File: src/rtl/gpi_axi_master.sv
// gpi_axi_master
//   Bridges a simple one-at-a-time GPI requester onto an AXI3 master port.
//   Each accepted request becomes a single-beat, 32-bit AXI transaction.
//   Completion is reported on a one-cycle resp_valid strobe.
//
// Handshake rules: every valid/ready pair completes when both are high
// on a rising clock edge. Once this block raises a valid, that valid and
// its payload stay constant until the handshake. resp_valid is a strobe.
// It has no backpressure.
//
// Optional feature: define GPI_AXI_MASTER_ERR_EN to report a nonzero
// rresp/bresp on resp_err. Without it, resp_err is tied to 0.
//
// Ports
//   clk, rst          clock, asynchronous active-high reset
//   req_*             GPI request (valid/ready, write, addr, wdata, wstrb)
//   resp_*            completion strobe, read data (held), error
//   axi_ar*/axi_r*    AXI3 read address / read data channels
//   axi_aw*/axi_w*    AXI3 write address / write data channels
//   axi_b*            AXI3 write response channel
//   dbg_state         current FSM state (state_t encoding)

module gpi_axi_master #(
  parameter logic [3:0] AXI_ID = 4'h0
) (
  input  logic        clk,
  input  logic        rst,
  // GPI request / response
  input  logic        req_valid,
  output logic        req_ready,
  input  logic        req_write,
  input  logic [31:0] req_addr,
  input  logic [31:0] req_wdata,
  input  logic [3:0]  req_wstrb,
  output logic        resp_valid,
  output logic [31:0] resp_rdata,
  output logic        resp_err,
  // AXI read address
  output logic [3:0]  axi_arid,
  output logic [31:0] axi_araddr,
  output logic [7:0]  axi_arlen,
  output logic [2:0]  axi_arsize,
  output logic [1:0]  axi_arburst,
  output logic [1:0]  axi_arlock,
  output logic [3:0]  axi_arcache,
  output logic [2:0]  axi_arprot,
  output logic        axi_arvalid,
  input  logic        axi_arready,
  // AXI read data
  input  logic [3:0]  axi_rid,
  input  logic [31:0] axi_rdata,
  input  logic [1:0]  axi_rresp,
  input  logic        axi_rlast,
  input  logic        axi_rvalid,
  output logic        axi_rready,
  // AXI write address
  output logic [3:0]  axi_awid,
  output logic [31:0] axi_awaddr,
  output logic [7:0]  axi_awlen,
  output logic [2:0]  axi_awsize,
  output logic [1:0]  axi_awburst,
  output logic [1:0]  axi_awlock,
  output logic [3:0]  axi_awcache,
  output logic [2:0]  axi_awprot,
  output logic        axi_awvalid,
  input  logic        axi_awready,
  // AXI write data
  output logic [3:0]  axi_wid,
  output logic [31:0] axi_wdata,
  output logic [3:0]  axi_wstrb,
  output logic        axi_wlast,
  output logic        axi_wvalid,
  input  logic        axi_wready,
  // AXI write response
  input  logic [3:0]  axi_bid,
  input  logic [1:0]  axi_bresp,
  input  logic        axi_bvalid,
  output logic        axi_bready,
  // debug
  output logic [2:0]  dbg_state
);

  typedef enum logic [2:0] {
    IDLE  = 3'd0,
    RADDR = 3'd1,
    RDATA = 3'd2,
    WRITE = 3'd3,
    WRESP = 3'd4
  } state_t;

  state_t      state, state_d;
  logic [31:0] addr_q;
  logic [31:0] wdata_q;
  logic [3:0]  wstrb_q;
  logic        aw_pend;    // write address not yet handshaken
  logic        w_pend;     // write data not yet handshaken
  logic        resp_valid_q;
  logic [31:0] resp_rdata_q;

  logic accept;
  logic aw_hs, w_hs, r_hs, b_hs;

  assign accept = req_valid && (state == IDLE);
  assign aw_hs  = axi_awvalid && axi_awready;
  assign w_hs   = axi_wvalid && axi_wready;
  assign r_hs   = axi_rvalid && axi_rready;
  assign b_hs   = axi_bvalid && axi_bready;

  // Next-state logic.
  always_comb begin
    state_d = state;
    case (state)
      IDLE:  if (accept) state_d = req_write ? WRITE : RADDR;
      RADDR: if (axi_arvalid && axi_arready) state_d = RDATA;
      RDATA: if (r_hs) state_d = IDLE;
      // Leave WRITE when each channel is either already done
      // or handshaking in this cycle.
      WRITE: if ((!aw_pend || aw_hs) && (!w_pend || w_hs)) state_d = WRESP;
      WRESP: if (b_hs) state_d = IDLE;
      default: state_d = IDLE;
    endcase
  end

  always_ff @(posedge clk or posedge rst) begin
    if (rst) state <= IDLE;
    else     state <= state_d;
  end

  // Request latch and per-channel pending flags.
  always_ff @(posedge clk or posedge rst) begin
    if (rst) begin
      addr_q  <= '0;
      wdata_q <= '0;
      wstrb_q <= '0;
      aw_pend <= 1'b0;
      w_pend  <= 1'b0;
    end else if (accept) begin
      addr_q  <= req_addr;
      wdata_q <= req_wdata;
      wstrb_q <= req_wstrb;
      aw_pend <= req_write;
      w_pend  <= req_write;
    end else begin
      if (aw_hs) aw_pend <= 1'b0;
      if (w_hs)  w_pend  <= 1'b0;
    end
  end

  // Completion strobe and held read data.
  always_ff @(posedge clk or posedge rst) begin
    if (rst) begin
      resp_valid_q <= 1'b0;
      resp_rdata_q <= '0;
    end else begin
      resp_valid_q <= r_hs || b_hs;
      if (r_hs) resp_rdata_q <= axi_rdata;
    end
  end

`ifdef GPI_AXI_MASTER_ERR_EN
  logic resp_err_q;
  always_ff @(posedge clk or posedge rst) begin
    if (rst)       resp_err_q <= 1'b0;
    else if (r_hs) resp_err_q <= (axi_rresp != 2'b00);
    else if (b_hs) resp_err_q <= (axi_bresp != 2'b00);
  end
  assign resp_err = resp_err_q;
  logic unused_inputs;
  assign unused_inputs = ^{axi_rid, axi_rlast, axi_bid};
`else
  assign resp_err = 1'b0;
  logic unused_inputs;
  assign unused_inputs = ^{axi_rid, axi_rlast, axi_bid, axi_rresp, axi_bresp};
`endif

  // Outputs are decoded from state and registers only.
  assign req_ready   = (state == IDLE);
  assign resp_valid  = resp_valid_q;
  assign resp_rdata  = resp_rdata_q;
  assign dbg_state   = state;

  assign axi_arid    = AXI_ID;
  assign axi_araddr  = addr_q;
  assign axi_arlen   = 8'd0;
  assign axi_arsize  = 3'b010;
  assign axi_arburst = 2'b01;
  assign axi_arlock  = 2'b00;
  assign axi_arcache = 4'b0000;
  assign axi_arprot  = 3'b000;
  assign axi_arvalid = (state == RADDR);
  assign axi_rready  = (state == RDATA);

  assign axi_awid    = AXI_ID;
  assign axi_awaddr  = addr_q;
  assign axi_awlen   = 8'd0;
  assign axi_awsize  = 3'b010;
  assign axi_awburst = 2'b01;
  assign axi_awlock  = 2'b00;
  assign axi_awcache = 4'b0000;
  assign axi_awprot  = 3'b000;
  assign axi_awvalid = (state == WRITE) && aw_pend;

  assign axi_wid     = AXI_ID;
  assign axi_wdata   = wdata_q;
  assign axi_wstrb   = wstrb_q;
  assign axi_wvalid  = (state == WRITE) && w_pend;
  assign axi_wlast   = axi_wvalid;

  assign axi_bready  = (state == WRESP);

endmodule

File: config.mk
export PLATFORM = sky130hd
export DESIGN_NAME = gpi_axi_master
export DESIGN_NICKNAME = d
export VERILOG_FILES = /design/src/rtl/gpi_axi_master.sv
export SDC_FILE = /design/constraint.sdc
export NUM_CORES = 1
export LEC_CHECK = 0
export CAP_MARGIN = 20
export CORE_AREA = 8 8 125 127
export DETAILED_ROUTE_END_ITERATION = 8
export DIE_AREA = 0 0 133 135
export PLACE_DENSITY = 0.81
export SYNTH_ARGS = -nofsm -noshare
export SYNTH_HDL_FRONTEND = slang
export SYNTH_SLANG_ARGS = --single-unit
File: constraint.sdc
create_clock -name clk -period 5.1 [get_ports clk]
set_clock_uncertainty 0.15 [all_clocks]
set_input_delay 1.02 -clock clk [delete_from_list [all_inputs] [get_ports clk]]
set_output_delay 1.02 -clock clk [all_outputs]
set_load 0.05 [all_outputs]
# ---- Word level (Yosys, flattened, before mapping)
# Index checks and enable logic that the tools add are counted.
dict set report totals {
  out_inout_bits 200
  wordCells 46
  input_bits 122
  reg_bits 106
}
dict set report op_classes {
  n_eq_ne 9
  reduce_logical 18
  mux 11
}
# cell count
set op_table {}
lappend op_table {{3-bit two-way mux} 5}
lappend op_table {{3-bit case mux with 5 select lines} 1}
lappend op_table {{1-bit logical AND} 9}
lappend op_table {{2-bit by 1-bit inequality test with 1-bit output (second input constant)} 4}
lappend op_table {{3-bit by 2-bit equality test with 1-bit output (second input constant)} 2}
lappend op_table {{5-bit AND reduction} 1}
lappend op_table {{1-bit two-way mux} 4}
lappend op_table {{2-bit nonzero test} 2}
lappend op_table {{3-bit by 1-bit equality test with 1-bit output (second input constant)} 1}
lappend op_table {{3-bit equality test (second input constant)} 1}
lappend op_table {{3-bit zero test} 1}
lappend op_table {{1-bit logical OR} 3}
lappend op_table {{1-bit zero test} 2}
lappend op_table {{2-bit two-way mux} 1}
lappend op_table {{2-bit inequality test (second input constant)} 1}

# ---- Longest topological paths before layout
# Gate-level depths: netlist of the first run.
dict set report depth {
  ltp_word 7
  mapped_depth 5
  ltp_nobuf 4
}

# ---- Worst setup path before layout of the first run
# No wires, ideal clock.
dict set report synth_timing {
  kind {reg-to-output}
  from {register state[0], in the netlist dbg_state[0]}
  to {output port axi_wvalid}
  path_buffers 2
  path_slack_ns 1.829
  arrival_time_ns 2.101
  required_ns 3.930
  stages_incl_launch_ff 5
  cell_sequence {dfrtp_1 > clkbuf_1 > nand2_1 > nor2_1 > buf_4}
}
dict set report synth_via {
  elab_chain_cells 2
}
# item line
set synth_rtl {}
lappend synth_rtl {{start: declaration} 91} ;# state_t state, state_d;
lappend synth_rtl {{start signal: assignment} 126} ;# else state <= state_d;
lappend synth_rtl {{3-bit by 2-bit equality test with 1-bit output} 206} ;# assign axi_wvalid = (state == WRITE) && w_pend;
lappend synth_rtl {{1-bit logical AND} 206}
lappend synth_rtl {{end: declaration} 72} ;# output logic axi_wvalid,
# Every way passes these cells.

# ---- Worst setup path in the final report of the first run
dict set report layout_timing {
  from {register state[1], in the netlist dbg_state[1]}
  to {output port axi_wlast}
}
dict set report layout_via {
  elab_chain_cells 2
}
# item line
set layout_rtl {}
lappend layout_rtl {{3-bit by 2-bit equality test with 1-bit output} 206}
lappend layout_rtl {{1-bit logical AND} 206}
lappend layout_rtl {{end: declaration} 71} ;# output logic axi_wlast,
# Every way passes these cells.

==> results_dict.tcl, run 1 <==
set metrics [dict create \
    die-width_um 133 \
    min_path_type "flop to flop" \
    mostFrequentLayoutCells "clkdlybuf4s50_1, dfrtp_1, mux2_2" \
    cp_num_buf_inv 1 \
    path_class "flop to output pin" \
    ioPinCount 322 \
    fin_setup_tns_ns 0 \
    grt.overflow.total 0 \
    arrival_ns 2.25 \
    fp.dieH_um 135 \
    critPathTopFamily "buffers and inverters" \
    rows 43 \
    synth_area_um2 4927 \
    grt_pass1_vias 3630 \
    place.gp.congestion 0.7440 \
    critical_path_required_ns 3.93 \
    hold_viol 0 \
    setup_violations 0 \
    cts_buffer_depth 2 \
    vias_per_cell 4.307 \
    ys_ff_latch 106 \
    hold_buffers 0 \
    vias 3213 \
    antenna_left 0 \
    synth_cell_types 27 \
    grtUsageTotal 0.1445 \
    path_max_fanout 7 \
    die_area_um2 17960 \
    grt_setup_unrepaired "no" \
    cts_tree "done" \
    grt_pass1_wl_um 20480 \
    yosysTopAreaCellShare 0.5383 \
    drt-initial-drc-count 65 \
    nNetsFinal 683 \
    clock_sinks 106 \
    synth.avg_cell_area_um2 14.37 \
    cpPeakStageDelay_ns 0.84 \
    core-area_um2 13610 \
    synth_cells 343 \
    diodes 0 \
    layout-drive-gt1-share 0.2155 \
    cap_violations 0 \
    cts_buffers 9 \
    worst_pin_slew_ns 1.025 \
    final_core_util 0.5391 \
    min_period_ns 3.417 \
    n_fill_cell 1145 \
    yosysWarnings 0 \
    cp-start-kind "flop" \
    wl_um 13420 \
    layout_commonest_cell "clkdlybuf4s50_1" \
    grt_max_degree 53 \
    status "completed" \
    initial_core_util 0.3620 \
    cts_setup_buffers 0 \
    timing.final.crit_share 0.6699 \
    root_buffer "clkbuf_16" \
    finalMaxSlewViolations 0 \
    port_buffers 251 \
    wl_per_cell_um 17.99 \
    dp_hpwl_um 10870 \
    htreeDepth 3 \
    fmax_mhz 292.7 \
    yosys.area.top_type "dfrtp_1" \
    relSlewSlack 0.3168 \
    cp_cell_sequence "nor2b_4, nand2_1, nor2_1, clkdlybuf4s50_1" \
    cp-end-kind "output pin" \
    crit_path_top_delay_cell "clkdlybuf4s50_1" \
    antenna_found_initial 0 \
    cts_resized 0 \
    clk_pin_slew_ns 0.06 \
    drc 0 \
    areaGrowthSynthToFinish_pct 48.93 \
    dr.pass1.iters 4 \
    netlist_top_cells_area "dfrtp_1, mux2_2, buf_4, mux2_4, buf_6" \
    worstSkewPairLatency_ns 0.34 \
    seq_area_frac_synth 0.5383 \
]
==> flip-flops by register name (all words and copies together), names as in the netlist <==
name        cells
resp_valid      1
axi_wstrb       4
dbg_state       3
resp_rdata     32
w_pend          1
aw_pend         1
axi_araddr     32
axi_wdata      32
==> Yosys cell counts <==
master	instances
a21o_1	1
a221o_1	1
a22o_1	2
a31oi_1	2
a32o_1	1
and2_1	1
and3b_1	1
buf_12	3
buf_4	91
buf_6	8
clkbuf_1	1
conb_1	2
dfrtp_1	106
inv_1	5
mux2_2	71
mux2_4	29
nand2_1	4
nand2b_1	1
nor2_1	4
nor2b_1	1
nor2b_4	1
nor3_1	1
nor3b_1	1
nor4b_1	1
o21ai_0	1
o221ai_1	1
o22ai_1	2
==> final cells by class <==
class                           count  area, um^2  share of cell area
Sequential cell                   106        2653              0.3615
Timing Repair Buffer              255        2542              0.3465
Multi-Input combinational cell    184        1633              0.2225
Clock buffer                       11       232.7             0.03171
Tap cell                          180       225.2             0.03069
Clock inverter                      5       31.28            0.004263
Inverter                            5       21.27            0.002899
==> final timing paths <==
kind | startpoint | to | slack [ns] | depth (start not counted)
max | dbg_state[1] | axi_wlast | 1.68 | 4
max reg2reg | dbg_state[1] | resp_rdata[14] | 2.76 | 3
max in group asynchronous | rst | axi_araddr[2] | 3.01 | 3
min in group asynchronous | rst | axi_wstrb[1] | 0.93 | 2
min | axi_wdata[8] | axi_wdata[8] | 0.36 | 1
min reg2reg | axi_wdata[8] | axi_wdata[8] | 0.36 | 1
==> layer usage <==
layer	global-route usage	wire, um	up-vias
li1	-	-	1451
met1	0.1403	4529	1589
met2	0.2669	7267	160
met3	0.06984	1452	13
met4	0.03912	175	0
met5	0	0	-
==> per-stage QoR <==
stage	cell area, um^2	hold WS (ns)	instances	setup WS [ns]
global placement	7074	0.3371	730	2.029
detailed placement	7074	0.3427	730	1.994
global route	7338	0.3641	746	1.539
floorplan	5134	0.3158	398	1.141
finish	7338	0.3562	746	1.683
CTS	7338	0.3607	746	1.645
==> cells by family after synthesis <==
kind of cell / after synthesis / share of synthesized area
flops: 106 / 0.5383
other cells: 2 / 0.001524
mux: 100 / 0.2506
simple gates: 16 / 0.01879
buf+inv: 108 / 0.1737
compound gates: 11 / 0.01701
Power of run 1 is left out: the tool's default activity adds up to more than one toggle a clock period on the data nets, which glitch-free logic cannot reach.
==> run 2: changes to the inputs <==
==> constraint.sdc (replaced) <==
create_clock -name clk -period 3.2 [get_ports clk]
set_clock_uncertainty 0.15 [all_clocks]
set_input_delay 0.64 -clock clk [delete_from_list [all_inputs] [get_ports clk]]
set_output_delay 0.64 -clock clk [all_outputs]
set_load 0.05 [all_outputs]
==> run 2 against run 1 <==
Count of clock-buffer cells in the layout is the same. Die area unchanged. Via count grew 1.3%. Global-route usage increased by 0.32 points. Sequential cell count unchanged. Worst setup slack got worse by 1.5 ns. Highest routed layer unchanged.
==> results_dict.tcl, run 2 (same netlist as run 1, synthesis figures left out) <==
set metrics [dict create \
    grt_setup_unrepaired "no" \
    wl_um 13630 \
    dpl_cell_area_um2 7121 \
    hold_depth 1 \
    dp_hpwl_um 10970 \
    clock_sinks 106 \
    grtUsageTotal 0.1478 \
    hold_viol 0 \
    place.gp.congestion 0.7988 \
    timing.final.crit_share 0.9469 \
    fin_setup_tns_ns 0 \
    vias 3256 \
    dr.pass1.iters 4 \
    layout-drive-gt1-share 0.2187 \
    grt.overflow.total 0 \
    antenna_found_initial 0 \
    grt_pass1_wl_um 20860 \
    port_buffers 251 \
    ioPinCount 322 \
    diodes 0 \
    cpPeakStageDelay_ns 0.83 \
    relSlewSlack 0.5044 \
    worstSkewPairLatency_ns 0.35 \
    grt_pass1_vias 3661 \
    root_buffer "clkbuf_16" \
    htreeDepth 3 \
    multiInputGateArea_um2 1633 \
    path_max_fanout 7 \
    cp-end-kind "output pin" \
    cp-start-kind "flop" \
    cts_resized 0 \
    cts_tree "done" \
    cts_buffers 9 \
    dp_cells 731 \
    wl_per_cell_um 18.25 \
    initial_core_util 0.3620 \
    fmax_mhz 330.0 \
    n_fill_cell 1126 \
    mostFrequentLayoutCells "clkdlybuf4s50_1, dfrtp_1, mux2_2" \
    rows 43 \
    arrival_ns 2.24 \
    setup_violations 0 \
    core-area_um2 13610 \
    drt-initial-drc-count 118 \
    clk_pin_slew_ns 0.07 \
    grt_max_degree 46 \
    instances_no_fill 747 \
    antenna_left 0 \
    drc 0 \
    finalMaxSlewViolations 0 \
    cap_violations 0 \
    min_period_ns 3.030 \
    cp_cell_sequence "nor2b_4, nand2_1, nor2_1, clkdlybuf4s50_1" \
    cts_setup_buffers 0 \
    path_class "flop to output pin" \
    vias_per_cell 4.359 \
    layout_commonest_cell "clkdlybuf4s50_1" \
    nNetsFinal 684 \
    ff2ff_path_depth 4 \
    final_area_um2 7448 \
    status "completed" \
    min_path_type "flop to flop" \
    fp.dieH_um 135 \
    die-width_um 133 \
    critical_path_required_ns 2.41 \
    die_area_um2 17960 \
    hold_buffers 0 \
    register_area_um2 2653 \
    areaGrowthSynthToFinish_pct 51.17 \
    crit_path_top_delay_cell "clkdlybuf4s50_1" \
    cts_buffer_depth 2 \
    worst_pin_slew_ns 0.7418 \
]
==> run 2: cell types whose count changed in the layout (fill, tap and decap cells not counted) <==
cell        previous run  this run
buf_4                  4         2
clkinv_2               3         0
bufinv_16              0         2
clkinvlp_4             1         2
inv_6                  0         2
clkbuf_1               2         1
buf_12                 0         3
inv_4                  1         0
clkinv_4               1         0
clkbuf_8               0         1
==> run 2: routing by layer <==
metal / vias up / GRT usage / share of wire
met5: - / 0 / 0
met4: 0 / 0.06562 / 0.023
met3: 20 / 0.05832 / 0.10
met2: 175 / 0.2655 / 0.53
met1: 1600 / 0.1482 / 0.35
li1: 1461 / - / -
==> run 2: area by class of cell <==
class | instances | share of cell area
Timing Repair Buffer | 256 | 0.3474
Tap cell | 180 | 0.03024
Sequential cell | 106 | 0.3561
Clock buffer | 11 | 0.03259
Inverter | 5 | 0.003024
Clock inverter | 5 | 0.01142
Multi-Input combinational cell | 184 | 0.2192
==> run 2: critical path: cells and delay by family, from the launching register on <==
kind | cells | cell delay (ns)
buffers and inverters | 1 | 0.83
DFF | 1 | 0.50
and+or+nand+nor | 3 | 0.56
==> run 2: path summary, 6_finish.rpt <==
check                      slack, ns           from        endpoint
setup / recovery                0.17   dbg_state[1]      axi_wvalid
hold / removal                  0.36  axi_wdata[18]   axi_wdata[18]
setup reg to reg                1.04   dbg_state[1]  resp_rdata[15]
hold reg to reg                 0.36  axi_wdata[18]   axi_wdata[18]
max in group asynchronous       1.64            rst  resp_rdata[27]
min in group asynchronous       0.61            rst  axi_araddr[21]
==> run 2: per-stage QoR <==
stage               hold slack [ns]    util  setup slack [ns]
floorplan                    0.3158       -            0.3091
global placement             0.3382  0.5231            0.5248
detailed placement           0.3353  0.5231            0.5065
CTS                          0.3559  0.5472            0.1687
global route                 0.3700  0.5472           0.04475
finish                       0.3575  0.5472            0.1699
Power of run 2 is left out for the same reason.
